[src/rtl/sdram_test_pkg.sv]
// Shared types and LFSR step function for the SDRAM traffic checker.
package sdram_test_pkg;

  typedef enum logic [2:0] {
    ST_IDLE    = 3'd0,
    ST_WR      = 3'd1,
    ST_RD_REQ  = 3'd2,
    ST_RD_WAIT = 3'd3,
    ST_NEXT    = 3'd4,
    ST_FIN     = 3'd5
  } state_e;

  typedef enum logic [1:0] {
    MODE_SEQ  = 2'd0,
    MODE_RAND = 2'd1,
    MODE_PAIR = 2'd2
  } mode_e;

  localparam logic [31:0] LFSR_TAPS = 32'h8020_0003;

  // Right-shifting Galois step: feedback taps are applied when the bit shifted out is 1.
  function automatic logic [31:0] lfsr_next(input logic [31:0] s);
    return s[0] ? ((s >> 1) ^ LFSR_TAPS) : (s >> 1);
  endfunction

endpackage

[src/rtl/sdram_lfsr32.sv]
// 32-bit Galois LFSR with synchronous load (priority) and step enable.
module sdram_lfsr32
  import sdram_test_pkg::*;
#(
  parameter logic [31:0] SEED = 32'hACE1_2468
) (
  input  logic        clk,
  input  logic        rst_n,
  input  logic        load_i,
  input  logic [31:0] load_val_i,
  input  logic        step_i,
  output logic [31:0] state_o
);

  logic [31:0] lfsr_q, lfsr_d;

  always_comb begin
    lfsr_d = lfsr_q;
    if (load_i)      lfsr_d = load_val_i;
    else if (step_i) lfsr_d = lfsr_next(lfsr_q);
  end

  always_ff @(posedge clk or negedge rst_n) begin
    if (!rst_n) lfsr_q <= SEED;
    else        lfsr_q <= lfsr_d;
  end

  assign state_o = lfsr_q;

endmodule

[config.mk]
export PLATFORM = sky130hd
export DESIGN_NAME = sdram_lfsr32
export DESIGN_NICKNAME = d
export VERILOG_FILES = /design/src/rtl/sdram_test_pkg.sv /design/src/rtl/sdram_lfsr32.sv
export SDC_FILE = /design/constraint.sdc
export NUM_CORES = 1
export LEC_CHECK = 0
export CAP_MARGIN = 10
export CORE_ASPECT_RATIO = 0.7
export CORE_MARGIN = 3
export CORE_UTILIZATION = 45
export DETAILED_ROUTE_END_ITERATION = 8
export GPL_TIMING_DRIVEN = 0
export PLACE_DENSITY = 0.87
export SLEW_MARGIN = 15
export SYNTH_ARGS = -nofsm -noshare
export SYNTH_HDL_FRONTEND = slang
export SYNTH_SLANG_ARGS = --single-unit
[constraint.sdc]
create_clock -name clk -period 2.7 [get_ports clk]
set_clock_uncertainty 0.1 [all_clocks]
set_input_delay 0.54 -clock clk [delete_from_list [all_inputs] [get_ports clk]]
set_output_delay 0.54 -clock clk [all_outputs]
set_load 0.005 [all_outputs]
==> results of run 1 <==
==> kinds of logic after synthesis <==
kind of cell              synth area share (%)
AOI/OAI and AO/OA                         11.0
xor gates and xnor gates                  1.13
buffers and inverters                     5.83
DFF                                       52.9
muxes                                     18.8
and+or+nand+nor                           10.4
==> power by group <==
| part | internal [W] | switching, W | total, W | leakage, nW |
|---|---|---|---|---|
| clock | 0.000232 | 0.000167 | 0.000399 | 0.0515 |
| combinational | 0.000192 | 0.000111 | 0.000303 | 0.607 |
| sequential | 0.000547 | 0.0000474 | 0.000595 | 0.367 |
| total | 0.000972 | 0.000325 | 0.00130 | 1.03 |
==> metrics by stage <==
step / utilization [%] / power, W / hold slack [ns] / instance area [µm²] / cells
after floorplan: - / 0.000711 / 0.144 / 1550 / 143
after global placement: 70.5 / 0.000892 / 0.445 / 2260 / 256
after detailed placement: 70.4 / 0.000905 / 0.459 / 2260 / 256
after CTS: 73.5 / 0.00131 / 0.225 / 2360 / 264
after global routing: 73.5 / 0.00136 / 0.248 / 2360 / 264
final: 73.5 / 0.00130 / 0.194 / 2360 / 264
==> cell type report <==
cell class              instances  area share (%)
well taps                      47            2.49
multi-input cells             100            27.0
clock buffers                   8            4.24
plain buffers                  11            3.82
flip-flops and latches         32            34.6
repair buffers                 66            27.8
==> synth_stat cells, types with 2 or more instances <==
cell	n	area [µm²]
mux2i_1	29	290
o21ai_1	29	145
xnor2_1	2	17.5
dfrtp_1	19	475
buf_2	5	25.0
nand2_1	32	120
buf_6	3	33.8
or3b_1	2	17.5
o211ai_1	2	15.0
dfstp_2	13	342
==> worst max-delay path by stage <==
stage,depth (start not counted),end
2_1_floorplan,4,state_o[0]
3_5_place_dp,3,state_o[15]
5_1_grt,1,state_o[21]
3_3_place_gp,1,state_o[28]
4_1_cts,1,state_o[21]
6_report,1,state_o[21]
==> per-layer routing <==
metal  vias up  share of wire [%]
met5         -                  0
met3         9                6.9
met4         0                2.0
met1       604                 46
met2        51                 45
li1        637                  -
==> reports/results.ini, run 1 <==
[clock_tree]
cts_resized = 0
cts_made_buffers = 5
cts_hold_repair.buffers = 0
clk_latency_ns = 0.28
clock_sinks = 32
cts_tree = built
root_buffer = clkbuf_8
clk_path_buf_depth = 2
ctsHtreeMaxLevel = 2
cts.reportedPaths.clkPinSlew_ns = 0.07
post_cts_buffers = 0

[setup_path]
crit_fanout = 3
worstPathRequired_ns = 2.06
r2r_setup_slack_ns = 1.53
rr_startpoint = state_o[21]
slowest_delay_ns = 0.54
crit_buf_inv = 1
worstReg2RegEnd = state_o[21]
cp.arrival_ns = 1.34
path_class = reg -> out
cpLargestDelayFamily = flip-flops
rr_worst_depth = 2
crit_chain = clkdlybuf4s50_1
critPathLaunchType = flop
cp-startpoint = state_o[21]
cp_slowest_cell = dfstp_2
endpoint_kind = output pin

[place]
hpwl_mm = 2.97
place_ws_ns = 0.836
portBuffers = 66
gp_congestion = 0.792

[cells_and_area]
nets = 252
antenna_cells = 0
multi_input_area_um2 = 638
largest_register_ff_count = 32
area_growth_pct = 52.7
ff_latch_area_um2 = 817
layout_common_cells = clkdlybuf4s50_1, nand2_1, mux2i_1, o21ai_1, dfrtp_1
fillCellCount = 234
layout-drive-gt1-share_pct = 14.3
final_common_cell = clkdlybuf4s50_1

[synth]
yosysSeqAreaShare_pct = 52.9
syn_nets = 179
syn_inst = 143
postSynthAreaPerCell_um2 = 10.8
synth_cell_type_count = 17
synth_edf_count = 0
ys.flop_type = dfrtp_1
async_flop_share_pct = 100
synth_area_mm2 = 0.00155
ys_ff_latch = 32
yosysWarningCount = 0

[power]
power_density_mw_per_mm2 = 550
power_leakage_nw = 1.03
ir_drop_v = 0.000372

[die]
pin_count = 68
dieArea_mm2 = 0.00418
start_util_pct = 48.1
die_x_um = 76.0
rows = 17
core_mm2 = 0.00321
fp.dieH_um = 55.0

[detailed_routing]
drt_iter0_markers = 63
dr.pass1.iters = 4
antenna_left = 0
post_drt_via_cell_ratio = 4.93
vias = 1301
routed_wl_mm = 4.07
drc = 0
post_drt_wl_per_cell_um = 15.4

[sta]
fin_crit_sh_pct = 73.4
setup_viol = 0
fmax_ghz = 0.504
slew-limit-headroom_pct = 53.9
layout_setup_ws_ns = 0.717
hold_viol = 0
timing_max_transition_violations_final = 0
min_period_ns = 1.98
rsz0062_at_grt = false
setup_tns_ns = 0
worst_slew_pin_slew_ns = 0.691

[global_route]
met3_usage_pct = 6.63
grt_pass1_vias = 1335
grt_pass1_wl_mm = 6.44
overflow = 0
grt_max_degree = 33
grt_antenna_before_repair = 0
grt.met1_usage_pct = 26.1
gr-usage-met2_pct = 31.0
grt_use_total_pct = 20.1
busiest_layer = met2

[run_status]
status = finished, final reports clean

[worst_hold_path]
hold_path_class = in -> async

[flow_run]
maxCapViolations = 0

Power figures use the tool's default switching activity.
==> run 2, diff against run 1 <==
--- a/config.mk
+++ b/config.mk
@@ -8,10 +8,10 @@
 export CAP_MARGIN = 10
 export CORE_ASPECT_RATIO = 0.7
 export CORE_MARGIN = 3
-export CORE_UTILIZATION = 45
+export CORE_UTILIZATION = 37
 export DETAILED_ROUTE_END_ITERATION = 8
 export GPL_TIMING_DRIVEN = 0
-export PLACE_DENSITY = 0.87
+export PLACE_DENSITY = 0.77
 export SLEW_MARGIN = 15
 export SYNTH_ARGS = -nofsm -noshare
 export SYNTH_HDL_FRONTEND = slang
==> constraint.sdc (replaced) <==
create_clock -name clk -period 1.8 [get_ports clk]
set_clock_uncertainty 0.1 [all_clocks]
set_input_delay 0.36 -clock clk [delete_from_list [all_inputs] [get_ports clk]]
set_output_delay 0.36 -clock clk [all_outputs]
set_load 0.005 [all_outputs]
==> run 2 against run 1 <==
  * Hold slack worse by 0.18 ns
  * Sequential share of layout area is 0.11 points higher
  * Sequential power is 50% higher
==> reports/results.ini, run 2 (same netlist as run 1, synthesis figures left out) <==
[clock_tree]
cts.reportedPaths.clkPinSlew_ns = 0.07  ; about the same
ctsHtreeMaxLevel = 2  ; unchanged
clk_latency_ns = 0.28  ; about the same
cts_hold_repair.buffers = 0  ; unchanged
cts_made_buffers = 5  ; unchanged
clock_sinks = 32  ; unchanged
root_buffer = clkbuf_8
clk_path_buf_depth = 2  ; unchanged
cts_tree = built

[cells_and_area]
final_common_cell = clkdlybuf4s50_1
nets = 253  ; +0.40%
layout_common_cells = clkdlybuf4s50_1, nand2_1, mux2i_1, o21ai_1, dfrtp_1
final_util_pct = 62.6  ; -11 points
largest_register_ff_count = 32  ; unchanged
layout-drive-gt1-share_pct = 15.6  ; +1.3 points
antenna_cells = 0  ; unchanged
area_growth_pct = 52.5

[detailed_routing]
post_drt_via_cell_ratio = 4.96  ; +0.55%
vias = 1328  ; +2.1%
post_drt_wl_per_cell_um = 15.5  ; +0.35%
dr.pass1.iters = 4  ; unchanged
drt_iter0_markers = 44  ; -30%
routed_wl_mm = 4.15  ; +1.9%
antenna_left = 0  ; unchanged
drc = 0  ; unchanged

[global_route]
overflow = 0  ; unchanged
grt_pass1_vias = 1401  ; +4.9%
grt_use_total_pct = 17.8  ; -2.2 points
grt_max_degree = 33  ; unchanged
grt_pass1_wl_mm = 6.88  ; +6.8%
grt_antenna_before_repair = 0  ; unchanged

[place]
portBuffers = 66  ; unchanged
gp_congestion = 0.761  ; -4.0%
place_ws_ns = 0.127  ; -0.709 ns
hpwl_mm = 3.04  ; +2.5%

[sta]
layout_setup_ws_ns = 0.0947  ; -0.622 ns
slew-limit-headroom_pct = 53.0  ; -0.94 points
timing_max_transition_violations_final = 0  ; unchanged
min_period_ns = 1.71
fmax_ghz = 0.586
fin_crit_sh_pct = 94.7
setup_tns_ns = 0  ; unchanged
worst_slew_pin_slew_ns = 0.706  ; +0.0142 ns
rsz0062_at_grt = false
setup_viol = 0  ; unchanged
hold_viol = 0  ; unchanged

[setup_path]
cp_slowest_cell = clkdlybuf4s50_1
crit_fanout = 6  ; +3
slowest_delay_ns = 0.53  ; about the same
endpoint_kind = output pin
crit_chain = clkdlybuf4s50_1
critPathLaunchType = flop
path_class = reg -> out
crit_buf_inv = 1  ; unchanged
r2r_setup_slack_ns = 0.63  ; -0.90 ns
cpLargestDelayFamily = buffers and inverters
cp.arrival_ns = 1.25  ; -0.09 ns
worstPathRequired_ns = 1.34  ; -0.72 ns

[flow_run]
maxCapViolations = 0  ; unchanged

[run_status]
status = finished, final reports clean

[die]
dieArea_mm2 = 0.00500  ; +20%
rows = 18  ; +1
start_util_pct = 41.1  ; -7.0 points
pin_count = 68  ; unchanged
core_mm2 = 0.00376  ; +17%
die_x_um = 83.2  ; +9.5%
fp.dieH_um = 60.1  ; +9.2%

[power]
power_density_mw_per_mm2 = 806  ; +47%
ir_drop_v = 0.000510  ; +37%
power_leakage_nw = 1.07  ; +4.7%

[worst_hold_path]
hold_path_class = in -> async

## run 2: cell type report
| cell class | instances | area (µm²) |
|---|---|---|
| buffer | 11 | 90.1 |
| clock buffer | 6 | 82.6 |
| clock inverter | 2 | 10.0 |
| fill | 322 | 1410 |
| multi-input combinational | 100 | 638 |
| sequential | 32 | 818 |
| tap | 50 | 62.6 |
| timing repair buffer | 67 | 654 |
## run 2: layer usage
layer	routed length, µm	up-vias	GRT usage [%]
met1	1940	628	22.5
li1	-	642	-
met3	304	5	7.71
met2	1850	53	28.5
met5	0	-	0
met4	46	0	4.66
## run 2: metrics by stage
step	std cells	hold slack (ns)	power, W	cell area, µm²
after global routing	268	0.0605	0.00200	2360
after detailed placement	259	0.349	0.00136	2260
final	268	0.0180	0.00190	2360
after floorplan	143	-0.0356	0.00107	1550
after global placement	259	0.443	0.00134	2270
after CTS	268	0.0346	0.00193	2350
## run 2: worst paths after layout
path / start / endpoint / cells past startpoint
max: state_o[0] / state_o[0] / 1
min: rst_n / state_o[11] / 1
max reg2reg: state_o[21] / state_o[21] / 2
min reg2reg: state_o[10] / state_o[10] / 2
max in group asynchronous: rst_n / state_o[0] / 1
min in group clk: step_i / state_o[21] / 3
## run 2: repair_timing
action                                  4_1_cts  5_1_grt
setup buffers                                 1        0
gates resized for setup                      12        2
endpoints found under the setup margin       13        2
## run 2: worst reg2reg max path: stages (launching register included)
cell and delay (ns):
dfstp_2 0.55, or3b_1 0.35, o211ai_1 0.10
## run 2: power by group
group          switching (W)  total [W]  internal (W)  leakage (nW)
Combinational       0.000167   0.000438      0.000271         0.656
Sequential         0.0000711   0.000892      0.000821         0.366
Clock               0.000265   0.000569      0.000305        0.0510
Total               0.000503    0.00190       0.00140          1.07
